$ cat src/rtl/ifetch_unit_if.sv
// Fetch-side bus: CPU port toward the instruction cache plus the decode
// handshake. The fetch unit is the master; cache and decode sit on the slave side.
interface ifetch_unit_if;
    logic [11:0] cpu_req_addr;
    logic        cpu_req_valid;
    logic        cpu_req_rw;
    logic [31:0] cpu_data_write;
    logic        cpu_jump;
    logic [31:0] cpu_data_read;
    logic        cpu_ready;
    logic        if_valid;
    logic [31:0] if_inst;
    logic [11:0] if_pc;
    logic        id_ready;

    modport master (
        output cpu_req_addr, cpu_req_valid, cpu_req_rw, cpu_data_write, cpu_jump,
        output if_valid, if_inst, if_pc,
        input  cpu_data_read, cpu_ready, id_ready
    );

    modport slave (
        input  cpu_req_addr, cpu_req_valid, cpu_req_rw, cpu_data_write, cpu_jump,
        input  if_valid, if_inst, if_pc,
        output cpu_data_read, cpu_ready, id_ready
    );
endinterface

$ cat src/rtl/ifetch_unit.sv
// Instruction fetch stage: owns the word-addressed PC, keeps at most one read
// outstanding at the instruction cache and buffers returned words in a
// 2-entry queue feeding decode. A redirect flushes the queue; a request
// already in flight completes at the cache and its data is thrown away.
module ifetch_unit #(
    parameter logic [11:0] RESET_PC = 12'h000
) (
    input  logic        clk,
    input  logic        rst,
    input  logic        jump_valid,
    input  logic [11:0] jump_target,
    ifetch_unit_if.master bus
);

    localparam logic [31:0] NOP = 32'h0000_0013;

    typedef enum logic [1:0] {
        START,
        ISSUE,
        WAIT,
        HOLD
    } state_t;

    state_t      state_q, state_d;
    logic [11:0] pc_q, pc_d;
    logic [11:0] req_addr_q, req_addr_d;
    logic        drop_q, drop_d;
    logic [1:0]  count_q, count_d;

    // Queue storage; slot 0 is always the head.
    logic [11:0] q_pc_q   [2];
    logic [31:0] q_inst_q [2];

    logic head_valid;
    logic push;
    logic pop;

    assign head_valid = (count_q != 2'd0);
    assign pop        = head_valid && bus.id_ready;
    // A response is kept only if it belongs to the current stream and no
    // redirect arrives in the same cycle.
    assign push       = (state_q == WAIT) && bus.cpu_ready && !drop_q && !jump_valid;

    // Occupancy after this cycle's flush/push/pop; the flush wins over both.
    always_comb begin
        // NOTE: every always_comb output gets a default first so no path leaves it unassigned (no latch).
        count_d = count_q;
        if (jump_valid) begin
            count_d = 2'd0;
        end else if (push && !pop) begin
            count_d = count_q + 2'd1;
        end else if (pop && !push) begin
            count_d = count_q - 2'd1;
        end
    end

    // Next state, PC and discard flag; a new request is only launched when the
    // queue will have room for its response.
    always_comb begin
        state_d = state_q;
        pc_d    = pc_q;
        drop_d  = drop_q;

        case (state_q)
            START: state_d = ISSUE;
            ISSUE: state_d = WAIT;
            WAIT: begin
                if (bus.cpu_ready) begin
                    if (drop_q) begin
                        drop_d = 1'b0;
                    end else begin
                        pc_d = req_addr_q + 12'd1;
                    end
                    state_d = (count_d < 2'd2) ? ISSUE : HOLD;
                end
            end
            HOLD: begin
                if (count_d < 2'd2) begin
                    state_d = ISSUE;
                end
            end
            default: state_d = START;
        endcase

        // Redirect overrides the sequential PC; an access still pending at the
        // cache is marked for discard.
        if (jump_valid) begin
            pc_d = jump_target;
            if ((state_q == ISSUE) || ((state_q == WAIT) && !bus.cpu_ready)) begin
                drop_d = 1'b1;
            end
        end
    end

    // Request address is captured on entry to ISSUE and held through WAIT.
    assign req_addr_d = (state_d == ISSUE) ? pc_d : req_addr_q;

    // Control registers.
    always_ff @(posedge clk or posedge rst) begin
        if (rst) begin
            state_q    <= START;
            pc_q       <= RESET_PC;
            req_addr_q <= RESET_PC;
            drop_q     <= 1'b0;
            count_q    <= 2'd0;
        end else begin
            // NOTE: sequential state uses non-blocking assignment so every register sees pre-edge values.
            state_q    <= state_d;
            pc_q       <= pc_d;
            req_addr_q <= req_addr_d;
            drop_q     <= drop_d;
            count_q    <= count_d;
        end
    end

    // Queue slots: a push lands behind the head, or becomes the head when the
    // queue is empty or the head leaves in the same cycle; a pop shifts slot 1 forward.
    // NOTE: queue payload has no reset; count_q says which slots are meaningful and the outputs mask empty slots.
    always_ff @(posedge clk) begin
        if (push) begin
            if (pop || (count_q == 2'd0)) begin
                q_pc_q[0]   <= req_addr_q;
                q_inst_q[0] <= bus.cpu_data_read;
            end else begin
                q_pc_q[1]   <= req_addr_q;
                q_inst_q[1] <= bus.cpu_data_read;
            end
        end else if (pop) begin
            q_pc_q[0]   <= q_pc_q[1];
            q_inst_q[0] <= q_inst_q[1];
        end
    end

    assign bus.cpu_req_valid  = (state_q == ISSUE);
    assign bus.cpu_req_addr   = req_addr_q;
    assign bus.cpu_req_rw     = 1'b0;
    assign bus.cpu_data_write = 32'd0;
    assign bus.cpu_jump       = drop_q;

    assign bus.if_valid = head_valid;
    assign bus.if_inst  = head_valid ? q_inst_q[0] : NOP;
    assign bus.if_pc    = head_valid ? q_pc_q[0] : 12'd0;

endmodule

$ cat src/flat_wrapper.sv
// flat-port wrapper written by rule: the top's interface ports become plain ports
module ifetch_unit_flat 
#(
    parameter logic [11:0] RESET_PC = 12'h000
)
  (clk, rst, jump_valid, jump_target, bus_cpu_req_addr, bus_cpu_req_valid, bus_cpu_req_rw, bus_cpu_data_write, bus_cpu_jump, bus_if_valid, bus_if_inst, bus_if_pc, bus_cpu_data_read, bus_cpu_ready, bus_id_ready);
  ifetch_unit_if bus_i ();
  input  logic clk;
  input  logic rst;
  input  logic jump_valid;
  input  logic [11:0] jump_target;
  output wire logic [$bits(bus_i.cpu_req_addr)-1:0] bus_cpu_req_addr;
  output wire logic [$bits(bus_i.cpu_req_valid)-1:0] bus_cpu_req_valid;
  output wire logic [$bits(bus_i.cpu_req_rw)-1:0] bus_cpu_req_rw;
  output wire logic [$bits(bus_i.cpu_data_write)-1:0] bus_cpu_data_write;
  output wire logic [$bits(bus_i.cpu_jump)-1:0] bus_cpu_jump;
  output wire logic [$bits(bus_i.if_valid)-1:0] bus_if_valid;
  output wire logic [$bits(bus_i.if_inst)-1:0] bus_if_inst;
  output wire logic [$bits(bus_i.if_pc)-1:0] bus_if_pc;
  input wire logic [$bits(bus_i.cpu_data_read)-1:0] bus_cpu_data_read;
  input wire logic [$bits(bus_i.cpu_ready)-1:0] bus_cpu_ready;
  input wire logic [$bits(bus_i.id_ready)-1:0] bus_id_ready;
  assign bus_cpu_req_addr = bus_i.cpu_req_addr;
  assign bus_cpu_req_valid = bus_i.cpu_req_valid;
  assign bus_cpu_req_rw = bus_i.cpu_req_rw;
  assign bus_cpu_data_write = bus_i.cpu_data_write;
  assign bus_cpu_jump = bus_i.cpu_jump;
  assign bus_if_valid = bus_i.if_valid;
  assign bus_if_inst = bus_i.if_inst;
  assign bus_if_pc = bus_i.if_pc;
  assign bus_i.cpu_data_read = bus_cpu_data_read;
  assign bus_i.cpu_ready = bus_cpu_ready;
  assign bus_i.id_ready = bus_id_ready;
  ifetch_unit #(.RESET_PC(RESET_PC)) u_core (.clk(clk), .rst(rst), .jump_valid(jump_valid), .jump_target(jump_target), .bus(bus_i));
endmodule
$ cat config.mk
export PLATFORM = sky130hd
export DESIGN_NAME = ifetch_unit_flat
export DESIGN_NICKNAME = d
export VERILOG_FILES = /design/src/rtl/ifetch_unit_if.sv /design/src/rtl/ifetch_unit.sv /design/src/flat_wrapper.sv
export SDC_FILE = /design/constraint.sdc
export NUM_CORES = 1
export LEC_CHECK = 0
export CAP_MARGIN = 20
export CORE_MARGIN = 2
export CORE_UTILIZATION = 49
export DETAILED_ROUTE_END_ITERATION = 8
export GPL_TIMING_DRIVEN = 0
export PLACE_DENSITY = 0.93
export SYNTH_ARGS = -nofsm -noshare
export SYNTH_HDL_FRONTEND = slang
export SYNTH_SLANG_ARGS = --single-unit
export TNS_END_PERCENT = 10
$ cat constraint.sdc
create_clock -name clk -period 4.9 [get_ports clk]
set_input_delay 0.98 -clock clk [delete_from_list [all_inputs] [get_ports clk]]
set_output_delay 0.98 -clock clk [all_outputs]
set_load 0.1 [all_outputs]
==> impl_metrics.json <==
{
  "cp-start-kind": "flop",
  "port-buffer-count": 106,
  "yosys_register_bits": 117,
  "grt_overflow": 0,
  "holdWs_ps": 486,
  "synthTopCellsByArea": "edfxtp_1 50%, dfrtp_1 14%, mux2_2 11%",
  "die_h_um": 108,
  "synth.distinct_cells": 43,
  "rows": 37,
  "drtIter0Drc": 121,
  "critPathMaxFanout": 10,
  "dr_wl_met2_um": 5610,
  "initial_core_util": 0.507,
  "drc": 0,
  "die_w_um": 108,
  "synth-edff-count": 88,
  "cts_root_buf": "clkbuf_8",
  "fin_crit_ps": 4480,
  "avgSynthCellArea_sq_um": 14.2,
  "post_route_cells_drive_above_1_share": 0.260,
  "slew_viol_final": 0,
  "cts_resized": 0,
  "cts_made_buffers": 17,
  "final_common_cell": "clkdlybuf4s50_1",
  "synth_area_leader_cell": "edfxtp_1",
  "track_usage": 0.199,
  "rsz0062_at_grt": "no",
  "top_layer": "met4",
  "period_share": 0.914,
  "tritoncts": "yes",
  "worst_setup_path_end_kind": "output pin",
  "gp_congestion": 0.868,
  "cts.htree.levels": 4,
  "netlist_instances": 371,
  "antenna_found_initial": 0,
  "ys_async_sr_fraction": 0.248,
  "antenna_left": 0,
  "die_area_sq_um": 11600,
  "grt_pass1_wl_um": 17300,
  "synth_top_cell_area_share": 0.503,
  "n_antenna_cell": 0,
  "vias": 3441,
  "cts_buffer_depth": 2,
  "cts_sinks": 117,
  "min_path_type": "flop to flop",
  "setup_viol": 0,
  "io_pins": 141,
  "wl_um": 11100,
  "clk_pin_slew_ps": 60,
  "via_per_inst": 5.04,
  "seq_area_sq_um": 3370,
  "dp_hpwl_um": 7770,
  "crit_required_ps": 3920,
  "core_area_sq_um": 10400,
  "cap_violations": 0,
  "cts_setup_buffers": 0,
  "dr_wl_met3_um": 888,
  "multi_input_area_sq_um": 1660,
  "fillers": 726,
  "yosysSeqAreaShare": 0.641,
  "max_freq_ghz": 0.223,
  "status": "completed",
  "synth_area_sq_um": 5260,
  "insertion_delay_ps": 510,
  "grt_pass1_vias": 3397,
  "syn_to_final_growth_pct": 38.8,
  "tightest_slew_ps": 1010,
  "final_cell_mix": "106 x clkdlybuf4s50_1, 88 x edfxtp_1, 51 x mux2_2",
  "yosysWarnings": 0,
  "fin_skew_ps": 6.64,
  "dr.pass1.iters": 5,
  "synth_ff_type": "edfxtp_1",
  "cts_hold_buf": 0,
  "final_hold_viol_count": 0,
  "wl_per_cell_um": 16.3,
  "fin_nets": 585,
  "met1_length_um": 4350,
  "arrival_ps": 3500,
  "crit_type": "flop to output pin",
  "max_slew_margin": 0.324,
  "grt_max_degree": 30
}
## layer usage
layer	track usage	vias up
li1	-	1592
met1	0.239	1653
met2	0.336	171
met3	0.0551	25
met4	0.0897	0
met5	0	-
## synthesized netlist by cell type (all sizes together) (3+ instances only)
cell,count
mux2,54
nand2b,3
nor3,3
a31oi,3
xnor2,6
clkbuf,7
dfrtp,29
nor2b,42
buf,41
mux2i,3
a21oi,6
nand2,18
edfxtp,88
o31ai,3
or2,3
nand3,4
o21ai,14
nor2,15
inv,7
## sequential cells by signal (all words and copies together) (netlist names)
name,cells
u_core.q_inst_q,64
u_core.bus.cpu_jump,1
u_core.count_q,2
u_core.pc_q,12
u_core.bus.cpu_req_addr,12
u_core.state_q,2
u_core.q_pc_q,24
## path summary, 6_finish.rpt
path                       cells past startpoint               from  slack (ps)                    end
max in group asynchronous                      3                rst        3760         u_core.pc_q[4]
setup reg to reg                               6  u_core.count_q[1]        2260  u_core.q_inst_q[0][6]
setup / recovery                               6  u_core.count_q[1]         420         bus_if_inst[0]
min in group asynchronous                      2                rst         720      u_core.state_q[1]
hold / removal                                 2    u_core.pc_q[11]         490        u_core.pc_q[11]
hold reg to reg                                2    u_core.pc_q[11]         490        u_core.pc_q[11]
## cells by family after synthesis
family | Yosys count | share of synthesized area
AOI/OAI and AO/OA | 33 | 0.0409
xor gates and xnor gates | 8 | 0.0133
adders and majority gates | 2 | 0.00476
buffers and inverters | 55 | 0.0697
DFF | 117 | 0.641
muxes | 57 | 0.124
other | 1 | 0.000713
and+or+nand+nor | 98 | 0.106
## critical path, cell delays in order, from the launching register on
cell and delay, ps:
dfrtp_1 390, inv_1 90, ha_1 200, clkbuf_1 460, clkbuf_1 490, or2_2 230
clkdlybuf4s50_1 1130
## stage by stage
stage	cell area [sq um]	cells	worst slack [ps]	util	setup TNS (ps)
floorplan	5380	403	-54.4	-	-2390
global placement	6610	645	-1960	0.637	-102860
detailed placement	6690	649	931	0.645	0
CTS	7250	681	344	0.700	0
global route	7290	683	198	0.703	0
finish	7290	683	423	0.703	0
## final cells by class
class / count / area share
flip-flops and latches: 117 / 0.462
multi-input cells: 231 / 0.227
plain buffers: 48 / 0.0467
clock inverters: 8 / 0.00961
well taps: 136 / 0.0233
repair buffers: 112 / 0.160
inverters: 7 / 0.00360
clock buffers: 24 / 0.0674
Power is not shown: default switching activity piles up to over one toggle a cycle in this logic, so the estimate is an artifact.
